`config.mk`:
```
export PLATFORM = sky130hd
export DESIGN_NAME = pipe_stage_reg
export DESIGN_NICKNAME = d
export VERILOG_FILES = /design/src/rtl/pipe_stage_reg.sv
export SDC_FILE = /design/constraint.sdc
export NUM_CORES = 1
export LEC_CHECK = 0
export ABC_AREA = 1
export CORE_UTILIZATION = 44
export DETAILED_ROUTE_END_ITERATION = 8
export PLACE_DENSITY = 0.83
export SLEW_MARGIN = 20
export SYNTH_ARGS = -nofsm -noshare
export SYNTH_HDL_FRONTEND = slang
export SYNTH_SLANG_ARGS = --single-unit
```
`constraint.sdc`:
```
create_clock -name clk -period 4 [get_ports clk]
set_input_delay 1.2 -clock clk [delete_from_list [all_inputs] [get_ports clk]]
set_output_delay 1.2 -clock clk [all_outputs]
set_load 0.05 [all_outputs]
```
`src/rtl/pipe_stage_reg.sv`:
```
// Inter-stage pipeline register with valid/ready handshake, synchronous flush and
// an optional second (skid) entry that keeps in_ready off the out_ready timing path.
module pipe_stage_reg #(
    parameter int                 DATA_W = 64,
    parameter logic [DATA_W-1:0]  BUBBLE = DATA_W'(64'h0000_0000_0000_0013),
    parameter int                 SKID   = 1
) (
    input  logic              clk,
    input  logic              rst,
    input  logic              in_valid,
    output logic              in_ready,
    input  logic [DATA_W-1:0] in_data,
    input  logic              flush,
    output logic              out_valid,
    input  logic              out_ready,
    output logic [DATA_W-1:0] out_data,
    output logic [1:0]        out_count
);

    logic              r_valid;
    logic [DATA_W-1:0] r_data;

    logic              w_in_ready;
    logic              w_accept;
    logic              w_emit;
    logic              w_skid_full;
    logic [DATA_W-1:0] w_skid_data;

    assign w_accept = in_valid & w_in_ready;
    assign w_emit   = r_valid & out_ready;

    generate
        if (SKID != 0) begin : g_skid
            logic              r_skid_full;
            logic [DATA_W-1:0] r_skid_data;
            logic              w_skid_load;

            // Main is busy and nobody is draining it: park the new word behind it.
            assign w_skid_load = ~r_skid_full & r_valid & ~w_emit & w_accept;

            always_ff @(posedge clk or posedge rst) begin
                if (rst) begin
                    r_skid_full <= 1'b0;
                end else if (flush) begin
                    r_skid_full <= 1'b0;
                end else if (w_skid_load) begin
                    r_skid_full <= 1'b1;
                end else if (r_skid_full && w_emit) begin
                    r_skid_full <= 1'b0;
                end
            end

            // NOTE: payload storage needs no reset; r_skid_full alone says whether it is live.
            always_ff @(posedge clk) begin
                if (w_skid_load) begin
                    r_skid_data <= in_data;
                end
            end

            assign w_skid_full = r_skid_full;
            assign w_skid_data = r_skid_data;
            assign w_in_ready  = ~r_skid_full & ~flush & ~rst;
        end else begin : g_no_skid
            assign w_skid_full = 1'b0;
            assign w_skid_data = BUBBLE;
            assign w_in_ready  = (~r_valid | out_ready) & ~flush & ~rst;
        end
    endgenerate

    // Main is reloaded with BUBBLE whenever it empties, so out_data needs no output mux.
    always_ff @(posedge clk or posedge rst) begin
        if (rst) begin
            r_valid <= 1'b0;
            r_data  <= BUBBLE;
        end else if (flush) begin
            r_valid <= 1'b0;
            r_data  <= BUBBLE;
        end else if (w_skid_full) begin
            if (w_emit) begin
                r_data <= w_skid_data;
            end
        end else if (w_accept && (!r_valid || w_emit)) begin
            r_valid <= 1'b1;
            r_data  <= in_data;
        end else if (w_emit) begin
            r_valid <= 1'b0;
            r_data  <= BUBBLE;
        end
    end

    assign in_ready  = w_in_ready;
    assign out_valid = r_valid;
    assign out_data  = r_data;
    assign out_count = {1'b0, r_valid} + {1'b0, w_skid_full};

endmodule

```
Word level (Yosys, flattened, before mapping):

Cells that the tools add are included.

* memories: 0
* bits in read-only memories: 0
* RAM bits: 0
* bits in latches: 0
* output and inout port bits: 68
* register bits after elaboration: 130
* word-level logic and storage cells: 38
* input port bits: 69

* reductions and logical operators: 8
* divide/modulo/power cells: 0
* bitwise operators: 11
* magnitude comparators: 0
* multiply operators: 0
* shift-type cells: 0
* equal/unequal tests: 2
* add/sub/neg operators: 1
* muxes and demuxes: 12

Operators with widths (count)
* 64-bit 2-to-1 mux: 5
* 1-bit bitwise AND: 7
* 1-bit 2-to-1 mux: 7
* 3-bit nonzero test: 2
* 1-bit NOT: 4
* 2-bit AND reduction: 2
* 3-bit inequality test, second input constant: 1
* 1-bit by 1-bit adder with 2-bit output: 1
* 1-bit logical AND: 2
* 2-bit inequality test, second input constant: 1
* 1-bit zero test: 1
* 1-bit logical OR: 1

Depth between registers and ports, before layout:

* word-level depth: 8
* depth in mapped cells: 9
* gate-level depth less buffers: 8

Least setup slack after synthesis:

Ideal clock, no wire load.

* kind: in2reg
* start point: input port flush
* end point: register g_skid.r_skid_data[0] (enable)
* cell stages on the path: 3
* path slack: -1.774 ns
* arrival: 5.287 ns
* buffers on the path: 0
* library setup time: 0.487 ns
* cells stage by stage: nor3_1 -> nand3_1 -> nor2_1

* cells in the longest elaborated chain, start to end: 5

RTL lines
* start: declaration: line 13 `input logic flush,`
* 1-bit NOT: line 62 `assign w_in_ready = ~r_skid_full & ~flush & ~rst;`
* 1-bit bitwise AND (2 in a row): line 62
* 1-bit bitwise AND: line 29 `assign w_accept = in_valid & w_in_ready;`
* 1-bit bitwise AND: line 39 `assign w_skid_load = ~r_skid_full & r_valid & ~w_emit & w_accept;`
* named net g_skid.w_skid_load: line 36 `logic w_skid_load;`
* end signal: assignment: line 56 `r_skid_data <= in_data;`
* end: declaration: line 35 `logic [DATA_W-1:0] r_skid_data;`

The timed path passes the listed nets, and every way through them passes these cells.
A chain may end at the register's enable or synchronous reset.

Worst setup path after layout:

* start point: input port flush
* end point: output port in_ready

* cells in the longest elaborated chain, start to end: 3

RTL lines
* 1-bit NOT: line 62
* 1-bit bitwise AND (2 in a row): line 62
* end: declaration: line 11 `output logic in_ready,`

Every way passes these cells.

==> out/results.tsv <==
metric	value	unit
start_kind	input pin	
syn-instance-count	567	
tightest_slew	0.862	ns
ctsHoldBuffers	0	
clkSlewWorstSetupHoldPaths	0.05	ns
fin_worst_skew	0.0110	ns
critPathMaxStageDelay	0.53	ns
drt_wl_total	12200	um
avgSynthCellArea	9.36	sq um
grt_pass1_vias	4193	
place.gp.congestion	0.834	
synth_commonest_cells	382 x nand2_1, 64 x edfxtp_1, 63 x dfrtp_1	
post-synth-top-count-cell	nand2_1	
io_buffers	136	
cts_buffers	17	
yosysTopAreaCell	edfxtp_1	
synth_cell_type_count	17	
antenna_found_initial	0	
cts_resized	0	
cts_tree	yes	
p_per_area	464	nW/um^2
wl_per_cell	14.2	um
synth_fp_nets	638	
hp-class	reg2reg	
p_total	3.44	mW
final_hold_viol_count	0	
syn2layout_area_growth	39.7	%
h-tree-depth	4	
dr.pass1.iters	9	
vias	4141	
yosysWarnings	0	
fmax	0.292	GHz
critPathKind	in2out	
synth_top_area_share	36.2	%
synthArstFlopShare	50.8	%
fin_crit	3.43	ns
synth-edff-count	64	
ant_nets	0	
diodes	0	
die_w	112	um
fp.dieArea	12500	sq um
num-nets-final	773	
peakVddDrop	0.256	mV
synth_seq_cells	130	
maxCapViolations	0	
clockBufferDepth	2	
cp_slowest_cell	clkdlybuf4s50_1	
violations	DRC	
relSlewSlack	42.5	%
worstPathCellList	clkdlybuf4s50_1 -> nor3_2 -> buf_12	
ios	137	
drc	11	
finalSetupViolations	0	
grt_pass1_wl	20300	um
worstPathArrival	2.23	ns
dpl.hpwl	7610	um
cts_root_buffer	clkbuf_16	
synthTopCellsByArea	edfxtp_1 36%, dfrtp_1 30%, nand2_1 27%	
status	complete, but fails checks	
totalNegativeSetupSlack	0	ns
ys.flop_type	edfxtp_1	
worstSkewPairLatency	0.40	ns
layout-drive-gt1-share	6.29	%
path_buf_inv	2	
clock_sinks	130	
netlist_area	5310	sq um
die_h	112	um
fp.coreArea	11600	sq um
cp_max_fo	4	
vias_per_cell	4.83	
grt_max_degree	66	
ys_seq_area_share	67.4	%
cts_setup_buffers	0	
finalMaxSlewViolations	0	
power.leakage	3.47	nW
gr-total-overflow	0	
final_util	64.1	%
critical-path-top-delay-family	buffers and inverters	
num_rows	39	
fin_crit_sh	85.7	%
critPathCaptureType	primary output	
grt_use_total	20.8	%
grt_setup_unrepaired	false	
required	2.80	ns
floorplan.initialDensity	45.9	%
drt_iter0_drc	288	
## kinds of logic after synthesis
group | after synthesis | synth area share, %
buf+inv | 39 | 3.68
simple gates | 394 | 28.2
flops | 130 | 67.4
compound gates | 2 | 0.236
fa+ha+maj | 2 | 0.472
## layout by cell type (no fill, tap or decap)
| cell | netlist | layout |
|---|---|---|
| clkdlybuf4s50_1 | 0 | 135 |
| buf_12 | 0 | 4 |
| a21boi_0 | 1 | 1 |
| clkinv_2 | 0 | 3 |
| nor2_4 | 1 | 3 |
| nand2_2 | 0 | 1 |
| clkbuf_1 | 1 | 4 |
| nand2_1 | 382 | 381 |
| dfrtp_1 | 63 | 63 |
| inv_2 | 1 | 2 |
| dfstp_2 | 3 | 3 |
| nor2_1 | 4 | 2 |
| clkinv_4 | 0 | 2 |
| buf_4 | 7 | 3 |
| nand4_1 | 1 | 1 |
| bufinv_16 | 0 | 3 |
| nor3_2 | 0 | 1 |
| ha_1 | 2 | 2 |
| nand3_1 | 5 | 5 |
| o21ai_0 | 1 | 1 |
| clkbuf_8 | 0 | 2 |
| inv_1 | 12 | 11 |
| clkinvlp_4 | 0 | 1 |
| clkbuf_16 | 0 | 17 |
| edfxtp_1 | 64 | 64 |
## layout make-up
class / count / area [sq um]
clock buffer: 23 / 468
clock inverter: 9 / 130
fill: 884 / 4150
inverter: 13 / 48.8
multi-input combinational: 398 / 1560
sequential: 130 / 3580
tap: 143 / 179
timing repair buffer: 142 / 1450
## worst register-to-register path, cell delays in order, from the launching register on
cell and delay [ns]:
dfrtp_1 0.41, nor2_1 0.16, nand3_1 0.14, nor2_4 0.50, buf_12 0.31, nand2_1 0.09, nand2_1 0.08, nand2_1 0.06
nand2_1 0.09
## stage by stage
| step | area, sq um | cells | worst slack, ns | hold WS, ns |
|---|---|---|---|---|
| floorplan | 5320 | 567 | 0.401 | 0.506 |
| global route | 7410 | 858 | 0.543 | 0.490 |
| global placement | 6820 | 826 | 0.631 | 0.461 |
| detailed placement | 6820 | 826 | 0.594 | 0.462 |
| CTS | 7410 | 858 | 0.577 | 0.470 |
| finish | 7410 | 858 | 0.573 | 0.466 |
## registers in the layout (all words and copies together), names as in the netlist
register,flops
out_valid,1
out_data,64
g_skid.r_skid_data,64
g_skid.r_skid_full,1
## report_power, final
group          internal, mW  switching (mW)  total [mW]  leakage (nW)
sequential             1.45          0.0220        1.47          1.47
combinational         0.150           0.262       0.412          1.71
clock                  1.01           0.544        1.56         0.291
## metal layers
layer  global-route usage, %  vias to the layer above  wire length [um]
met2                    35.1                      144              6070
li1                        -                     2042                 -
met3                    5.01                       10               810
met4                    7.39                        0               116
met5                       0                        -                 0
met1                    26.2                     1945              5210
## path summary, 6_finish.rpt
path | cells after the start | endpoint | slack, ns | from
min reg2reg | 2 | out_data[4]$_DFFE_PP1P_ | 0.47 | out_data[4]$_DFFE_PP1P_
min | 2 | out_data[4]$_DFFE_PP1P_ | 0.47 | out_data[4]$_DFFE_PP1P_
max reg2reg | 8 | out_data[57]$_DFFE_PP0P_ | 2.09 | g_skid.r_skid_full$_DFFE_PP0P_
min in group asynchronous | 2 | out_valid$_DFFE_PP0P_ | 1.04 | rst
max | 3 | in_ready | 0.57 | flush
max in group asynchronous | 3 | out_data[41]$_DFFE_PP0P_ | 1.93 | rst
Note: power is estimated with default switching activity, not from simulation.
